===== src/rtl/execute_cycle.sv =====
// execute_cycle: RV32 execute stage with operand forwarding, ALU, branch resolve and E/M register
module execute_cycle #(
    parameter int XLEN = 32
) (
    input  logic            clk,
    input  logic            rst,
    input  logic            RegWriteE,
    input  logic            ALUSrcE,
    input  logic            MemWriteE,
    input  logic            BranchE,
    input  logic [2:0]      ALUControlE,
    input  logic [1:0]      ResultSrcE,
    input  logic [XLEN-1:0] RD1_E,
    input  logic [XLEN-1:0] RD2_E,
    input  logic [XLEN-1:0] Imm_Ext_E,
    input  logic [XLEN-1:0] PCE,
    input  logic [XLEN-1:0] PCPlus4E,
    input  logic [4:0]      RD_E,
    input  logic [1:0]      ForwardAE,
    input  logic [1:0]      ForwardBE,
    input  logic [XLEN-1:0] ResultW,
    output logic            PCSrcE,
    output logic [XLEN-1:0] PCTargetE,
    output logic            RegWriteM,
    output logic            MemWriteM,
    output logic [1:0]      ResultSrcM,
    output logic [4:0]      RD_M,
    output logic [XLEN-1:0] ALUResultM,
    output logic [XLEN-1:0] WriteDataM,
    output logic [XLEN-1:0] PCPlus4M
);
    logic [XLEN-1:0] src_a, src_b, write_data, alu_result;

    // Forwarding muxes (select 11 falls back to the register value) and immediate select
    always_comb begin
        src_a      = ForwardAE == 2'b01 ? ResultW : ForwardAE == 2'b10 ? ALUResultM : RD1_E;
        write_data = ForwardBE == 2'b01 ? ResultW : ForwardBE == 2'b10 ? ALUResultM : RD2_E;
        src_b      = ALUSrcE ? Imm_Ext_E : write_data;
    end

    // ALU; arithmetic wraps, only the zero result feeds branch resolution
    always_comb begin
        alu_result = '0;
        case (ALUControlE)
            3'b000:  alu_result = src_a + src_b;
            3'b001:  alu_result = src_a - src_b;
            3'b010:  alu_result = src_a & src_b;
            3'b011:  alu_result = src_a | src_b;
            3'b100:  alu_result = src_a ^ src_b;
            3'b101:  alu_result = {{(XLEN-1){1'b0}}, $signed(src_a) < $signed(src_b)};
            3'b110:  alu_result = {{(XLEN-1){1'b0}}, src_a < src_b};
            default: alu_result = src_a << src_b[4:0];
        endcase
    end

    // Redirect fetch on taken BEQ or on JAL; target ignores forwarding
    always_comb begin
        PCSrcE    = (BranchE & (alu_result == '0)) | (ResultSrcE == 2'b10);
        PCTargetE = PCE + Imm_Ext_E;
    end

    // E/M pipeline register, cleared immediately by reset
    always_ff @(posedge clk or negedge rst) begin
        if (!rst) begin
            RegWriteM  <= 1'b0;
            MemWriteM  <= 1'b0;
            ResultSrcM <= 2'b00;
            RD_M       <= '0;
            ALUResultM <= '0;
            WriteDataM <= '0;
            PCPlus4M   <= '0;
        end else begin
            RegWriteM  <= RegWriteE;
            MemWriteM  <= MemWriteE;
            ResultSrcM <= ResultSrcE;
            RD_M       <= RD_E;
            ALUResultM <= alu_result;
            WriteDataM <= write_data;
            PCPlus4M   <= PCPlus4E;
        end
    end
endmodule


===== config.mk =====
export PLATFORM = sky130hd
export DESIGN_NAME = execute_cycle
export DESIGN_NICKNAME = d
export VERILOG_FILES = /design/src/rtl/execute_cycle.sv
export SDC_FILE = /design/constraint.sdc
export NUM_CORES = 1
export LEC_CHECK = 0
export CAP_MARGIN = 20
export CORE_MARGIN = 10
export CORE_UTILIZATION = 30
export CTS_CLUSTER_SIZE = 20
export DETAILED_ROUTE_END_ITERATION = 7
export DONT_BUFFER_PORTS = 1
export HOLD_SLACK_MARGIN = 0.05
export RECOVER_POWER = 100
export SETUP_SLACK_MARGIN = 0.1
export SYNTH_ARGS = -nofsm -noshare
export SYNTH_HDL_FRONTEND = slang
export SYNTH_SLANG_ARGS = --single-unit

===== constraint.sdc =====
create_clock -name clk -period 7.2 [get_ports clk]
set_clock_uncertainty 0.05 [all_clocks]
set_input_delay 1.44 -clock clk [delete_from_list [all_inputs] [get_ports clk]]
set_output_delay 1.44 -clock clk [all_outputs]
set_load 0.01 [all_outputs]

==> out/results.tsv, run 1 <==
stage	metric	value	unit
clocking	CTS clk-pin slew, worst paths	80	ps
timing	Fin. Hold Viols	0	
logic_synthesis	register area share after synthesis	19.4	%
logic_synthesis	flops & latches, synth	105	
logic_synthesis	Mapped Nets	2079	
status	failing checks	setup timing	
timing	final setup fails	2	
final_layout	Multi-input gate area	0.0103	sq mm
logic_synthesis	Yosys top cell area share	19.4	%
final_layout	Fillers	4628	
placed_design	DP Worst Slack	-263	ps
routing	highest metal used	met4	
timing	Fmax achieved	135	MHz
timing	min Tclk post-route	7410	ps
critical_path	Worst Setup EP	ALUResultM[12]$_DFF_PN0_	
logic_synthesis	EDFF count, synth	0	
logic_synthesis	area leader, netlist	dfrtp_1	
power	P_leak	0.00756	uW
critical_path	Setup crit start	ForwardBE[0]	
timing	max-slew violations	0	
critical_path	required time worst endpoint	7410	ps
critical_path	R2R Path End	ALUResultM[12]$_DFF_PN0_	
clocking	Clock Path Buffers	2	
critical_path	Worst R2R Setup Slack	450	ps
status	status	finished with violations	
placed_design	cell count after placement	2435	
critical_path	crit path max fanout	65	
logic_synthesis	ys flop type	dfrtp_1	
clocking	Clock Latency Late Sink	370	ps
routing	Routed WL	64700	microns
logic_synthesis	Cells after Synth	1730	
final_layout	Area Growth Syn to Fin	21.9	%
routing	vias per std cell	5.89	
clocking	total number of H-tree levels	3	
logic_synthesis	Synth Warn #	0	
logic_synthesis	synth top area cells	dfrtp_1 (19%), ha_1 (12%), mux2i_1 (9.7%)	
final_layout	ratio of cells with drive above 1 in the final layout	21.5	%
timing	Worst Tran Pin Value	1100	ps
global_route	antenna violations before repair	3	
clocking	CTS tree	built	
critical_path	crit path launch type	input port	
logic_synthesis	Mean Syn Cell Area	7.85	sq um
final_layout	register area	0.00263	sq mm
critical_path	Critical R2R Launch	ALUResultM[1]$_DFF_PN0_	
timing	setup ws final	-212	ps
routing	met1 WL	25400	microns
critical_path	cell mode on critical path	buf_4	
global_route	number of global-route vias before repair	14300	
routing	via count	14700	
critical_path	Arr. time, crit path	7620	ps
routing	met3 WL post-DR	5940	microns
placed_design	Port Buffer Count	0	
critical_path	CP Capture Type	flip-flop	
clocking	TritonCTS Sinks	105	
placed_design	RePlAce Congestion	1.01	
worst_hold_path	HP Class	in2async	
logic_synthesis	Yosys cell types	88	
global_route	first-pass GRT wire length	93800	microns
global_route	All-Layer GR Usage	22.4	%
power	cell area power density	215	mW/mm^2
routing	DRC errors left	0	
floorplan	Initial Util	30.5	%
timing	fin crit share	103	%
critical_path	Worst Reg-to-Reg Cells	44	
logic_synthesis	Synth async-reset ratio	100	%
clocking	Root Buffer	clkbuf_16	
routing	1st-iter DRT viols	1517	
floorplan	width of the die	233	microns
floorplan	Std-Cell Rows	77	
clocking	hold bufs inserted after CTS	0	
final_layout	Non-Filler Instances	2501	
flow_run	Max-cap violations	0	
routing	drt first pass iters	5	
logic_synthesis	synthesized cell area	0.0136	sq mm
final_layout	layout net count	2250	
floorplan	CORE AREA	0.0445	sq mm
routing	Met2 Wirelength	30800	microns
clocking	CTS Buf Count	9	
floorplan	die height	233	microns
global_route	grt ovf	0	
timing	RSZ-0062 raised after global routing	yes	
critical_path	slowest stage delay, CP	370	ps
floorplan	io pins	350	
critical_path	slowest cell on the critical path	or3_4	
timing	Slew headroom	26.5	%
routing	post-route ant nets	0	
power	worst vdd ir	0.000171	V
routing	DR WL/cell	25.9	microns
critical_path	crit path kind	in2reg	
global_route	largest net degree at the start of global routing	106	
floorplan	Die ar.	0.0542	sq mm
placed_design	DPL Wire Length	53100	microns
[placed cells by master, fill, tap and decap left out, types with 8 or more instances in the layout]
| cell type | n |
|---|---|
| xnor2_1 | 37 |
| a22oi_1 | 31 |
| o31ai_1 | 13 |
| mux2_2 | 50 |
| o21ai_0 | 110 |
| o211ai_1 | 21 |
| inv_1 | 132 |
| o221ai_1 | 11 |
| buf_4 | 260 |
| nand2b_1 | 12 |
| clkbuf_16 | 9 |
| mux2i_1 | 127 |
| nand2_1 | 124 |
| nor2_1 | 108 |
| a211oi_1 | 36 |
| xor2_1 | 17 |
| nor4_1 | 9 |
| dfrtp_1 | 105 |
| nand3_1 | 27 |
| a21oi_1 | 129 |
| ha_1 | 127 |
| or3_1 | 14 |
| a21o_1 | 28 |
| nor2b_1 | 42 |
| o22ai_1 | 38 |
| o21ai_1 | 23 |
| o21bai_1 | 9 |
| a31oi_1 | 10 |
| o22a_1 | 8 |
| o21a_1 | 19 |
| nor3_1 | 40 |
[registers in the layout, indices dropped and copies added (netlist names)]
name and count:
ALUResultM 32, PCPlus4M 32, WriteDataM 32, RD_M 5, ResultSrcM 2, MemWriteM 1
RegWriteM 1
[critical path, delay by kind of cell]
family | cells | cell delay, ps
AO/OA/AOI/OAI | 5 | 850
XOR/XNOR | 1 | 230
adder cells (fa/ha/maj) | 2 | 430
buffers and inverters | 31 | 3730
multiplexers | 1 | 110
AND/OR/NAND/NOR | 4 | 820
[kinds of logic after synthesis]
family	count (synthesis)	synth area share (%)
compound gates	577	27.9
fa+ha+maj	137	12.7
buf+inv	241	7.22
mux	182	13.9
simple gates	434	15.4
xor+xnor	54	3.48
flops	105	19.4
[what timing repair did]
item / 4_1_cts / 5_1_grt
buffers inserted: 39 / 8
pin swaps: 33 / 12
gates resized for setup: 51 / 19
setup endpoints to repair: 1 / 2
[layer usage]
layer  vias up  GRT usage (%)
met2       820           38.2
met1      7133           27.1
met3       124           4.32
met4         0           9.29
met5         -              0
li1       6649              -
[cell usage after synthesis (8+ instances only)]
master    instances
xor2_1           17
o21bai_1          9
inv_1           133
a22oi_1          31
nor2b_1          43
dfrtp_1         105
o211ai_1         21
mux2_2           50
nor3_1           41
a211oi_1         37
o22ai_1          38
buf_4             8
o21ai_0         127
o221ai_1         12
buf_2            12
nor4_1           11
clkbuf_1         63
a21oi_1         134
o21a_1           19
o21ai_1          10
nand2b_1         13
or3_1            15
mux2i_1         131
nand3_1          27
buf_1            17
ha_1            135
a31oi_1          11
a221oi_1          8
o31ai_1          15
nand2_1         126
o22a_1            8
nor2_1          111
a21o_1           28
xnor2_1          37
[cell type report]
class / count / area share [%]
antenna: 3 / 0.0454
clock buffer: 10 / 1.44
clock inverter: 6 / 0.582
inverter: 137 / 3.12
multi-input combinational: 1384 / 62.3
sequential: 105 / 15.9
tap: 592 / 4.48
timing repair buffer: 264 / 12.2
[power breakdown]
part           switching, uW  total, uW  internal [uW]
Sequential               128        796            668
Combinational           1240       2200            956
Clock                    244        563            319
Total                   1610       3560           1940
[metrics by stage]
| step | power (uW) | hold slack [ps] | util, % | instance area [sq um] | TNS (ps) |
|---|---|---|---|---|---|
| after CTS | 3470 | 683 | 36.8 | 16400 | 0 |
| after detailed placement | 2780 | 698 | 35.0 | 15600 | -263 |
| after global routing | 3740 | 688 | 37.2 | 16500 | -492 |
| final | 3560 | 700 | 37.2 | 16500 | -349 |
| after global placement | 2790 | 693 | 35.0 | 15600 | -268 |
| after floorplan | 2000 | 611 | - | 13700 | 0 |
[how the worst min path moves through the flow]
stage | startpoint | end | depth (start not counted)
6_report | rst | PCPlus4M[2]$_DFF_PN0_ | 0
2_1_floorplan | ALUResultM[4]$_DFF_PN0_ | WriteDataM[4]$_DFF_PN0_ | 2
4_1_cts | rst | PCPlus4M[2]$_DFF_PN0_ | 0
5_1_grt | rst | PCPlus4M[18]$_DFF_PN0_ | 0
3_3_place_gp | ALUResultM[4]$_DFF_PN0_ | WriteDataM[4]$_DFF_PN0_ | 2
3_5_place_dp | ALUResultM[4]$_DFF_PN0_ | WriteDataM[4]$_DFF_PN0_ | 2
Note: power is estimated with default switching activity, not from simulation.
==> run 2: changes to the inputs <==
==> constraint.sdc (replaced) <==
create_clock -name clk -period 7.2 [get_ports clk]
set_clock_uncertainty 0.05 [all_clocks]
set_input_delay 1.44 -clock clk [delete_from_list [all_inputs] [get_ports clk]]
set_output_delay 1.44 -clock clk [all_outputs]
set_load 0.1 [all_outputs]
==> run 2 against run 1 <==
Combinational power is 38% higher. The run still ends with setup timing left. Clock-buffer cell count is 1 lower. Wire length is 4.3% higher. First-iteration DRC count is 6.5% higher. Sequential share of layout area is 1.0 points lower. Critical endpoint unchanged. Critical path depth is 1 higher. Global-route usage is 0.97 points higher. Clock power is 3.9% lower. Power is 30% higher. Maximum frequency is 0.98% lower.
==> out/results.tsv, run 2 (synthesis gave the netlist of run 1 again) <==
stage	metric	value	unit
global_route	first-pass GRT wire length	97200	microns
placed_design	DPL Wire Length	54900	microns
clocking	TritonCTS Sinks	105	
status	failing checks	setup timing	
power	Int Pwr	2070	uW
global_route	largest net degree at the start of global routing	106	
clocking	Root Buffer	clkbuf_16	
critical_path	CP Capture Type	flip-flop	
floorplan	die height	233	microns
power	Switching Share	55.0	%
critical_path	cell mode on critical path	buf_4	
floorplan	CORE AREA	0.0445	sq mm
global_route	grt ovf	0	
power	cell area power density	260	mW/mm^2
clocking	total number of H-tree levels	3	
routing	drt first pass iters	6	
timing	setup ws final	-285	ps
routing	1st-iter DRT viols	1616	
critical_path	slowest stage delay, CP	370	ps
floorplan	Die ar.	0.0542	sq mm
power	worst vdd ir	0.000171	V
routing	via count	15200	
timing	setup tns final	-496	ps
worst_hold_path	HP Class	reg2reg	
final_layout	ratio of cells with drive above 1 in the final layout	26.8	%
final_layout	Multi-input gate area	0.0106	sq mm
clocking	CTS tree	built	
critical_path	Worst R2R Setup Slack	-120	ps
timing	fin crit share	104	%
clocking	CTS clk-pin slew, worst paths	90	ps
global_route	All-Layer GR Usage	23.4	%
placed_design	RePlAce Congestion	0.994	
critical_path	Buf/Inv on CP	32	
floorplan	io pins	350	
clocking	Clock Path Buffers	2	
final_layout	register area	0.00263	sq mm
timing	RSZ-0062 raised after global routing	yes	
power	Clock power frac	11.8	%
timing	Worst Tran Pin Value	1370	ps
flow_run	Max-cap violations	0	
placed_design	Post-Place Cell Area	0.0169	sq mm
power	Comb power frac	66.0	%
final_layout	layout net count	2376	
timing	min Tclk post-route	7490	ps
final_layout	most common cell after layout, fill and taps aside	buf_4	
power	share of power burned in registers	22.3	%
floorplan	width of the die	233	microns
global_route	number of global-route vias before repair	14800	
final_layout	commonest non-fill, non-tap cells in the layout	buf_4 (346), inv_1 (132), mux2i_1 (128), a21oi_1 (128), ha_1 (128)	
status	status	finished with violations	
routing	DRC errors left	0	
timing	Slew headroom	8.49	%
routing	DR WL/cell	25.7	microns
final_layout	Area Growth Syn to Fin	30.3	%
power	NetSw	2530	uW
floorplan	Initial Util	30.5	%
clocking	hold bufs inserted after CTS	0	
timing	final setup fails	2	
routing	vias per std cell	5.79	
critical_path	crit path max fanout	65	
placed_design	DP Worst Slack	-543	ps
critical_path	slowest cell on the critical path	or3_4	
critical_path	crit path launch type	input port	
timing	Fin. Hold Viols	0	
final_layout	Fillers	4579	
clocking	CTS Buf Count	9	
routing	Routed WL	67400	microns
final_layout	final instance area	0.0177	sq mm
global_route	antenna violations before repair	1	
placed_design	Port Buffer Count	0	
routing	post-route ant nets	0	
critical_path	Arr. time, crit path	7710	ps
power	P_leak	0.00820	uW
critical_path	crit path kind	in2reg	
critical_path	required time worst endpoint	7430	ps
critical_path	Crit path max-delay family	buffers and inverters	
final_layout	largest registers	ALUResultM (32), PCPlus4M (32), WriteDataM (32)	
timing	max-slew violations	0	
timing	Fmax achieved	134	MHz
floorplan	Std-Cell Rows	77	
clocking	Clock Latency Late Sink	380	ps
power	overall power	4610	uW
## run 2: layer usage
metal | wire (microns) | share of wire (%) | track usage [%]
met2 | 31800 | 47 | 39.6
met5 | 0 | 0 | 0
met1 | 27300 | 41 | 29.0
met4 | 2380 | 3.5 | 9.07
met3 | 5930 | 8.8 | 4.13
## run 2: cell type report
| cell class | instances | share of cell area [%] |
|---|---|---|
| Sequential cell | 105 | 14.9 |
| Multi-Input combinational cell | 1384 | 59.9 |
| Clock inverter | 7 | 0.481 |
| Antenna cell | 1 | 0.0141 |
| Clock buffer | 9 | 1.27 |
| Inverter | 137 | 2.91 |
| Tap cell | 592 | 4.19 |
| Timing Repair Buffer | 390 | 16.4 |
## run 2: repair_timing
action / 4_1_cts / 5_1_grt
pin swaps: 32 / 16
buffers inserted: 37 / 10
setup endpoints to repair: 1 / 3
resized for setup: 38 / 30
## run 2: tightest hold or removal path, cell delays in order, from the launching register on
cell and delay (ps):
dfrtp_1 350, mux2_2 150, o21ai_0 90, inv_1 60
## run 2: per-stage QoR
stage	utilization [%]	cells	hold WS [ps]
finish	39.7	2625	618
global route	39.7	2625	671
CTS	39.6	2615	615
detailed placement	37.9	2562	590
global placement	37.9	2561	575
floorplan	-	1730	1080
## run 2: worst paths after layout
path                            cells after the start                       end                     start
worst max-delay path                               45  ALUResultM[12]$_DFF_PN0_              ForwardBE[1]
worst min-delay path                                3  WriteDataM[20]$_DFF_PN0_  ALUResultM[20]$_DFF_PN0_
worst max register to register                     42  ALUResultM[12]$_DFF_PN0_   ALUResultM[7]$_DFF_PN0_
worst min register to register                      3  WriteDataM[20]$_DFF_PN0_  ALUResultM[20]$_DFF_PN0_
max in group asynchronous                           0   WriteDataM[4]$_DFF_PN0_                       rst
min in group asynchronous                           0  WriteDataM[20]$_DFF_PN0_                       rst
## run 2: power by group through the flow
stage	registers (uW)	logic (uW)	clock network (uW)
detailed placement	1040	2840	0
finish	1030	3040	541
CTS	1030	2970	544
global placement	1040	2830	0
floorplan	1300	1530	0
global route	1030	3200	565
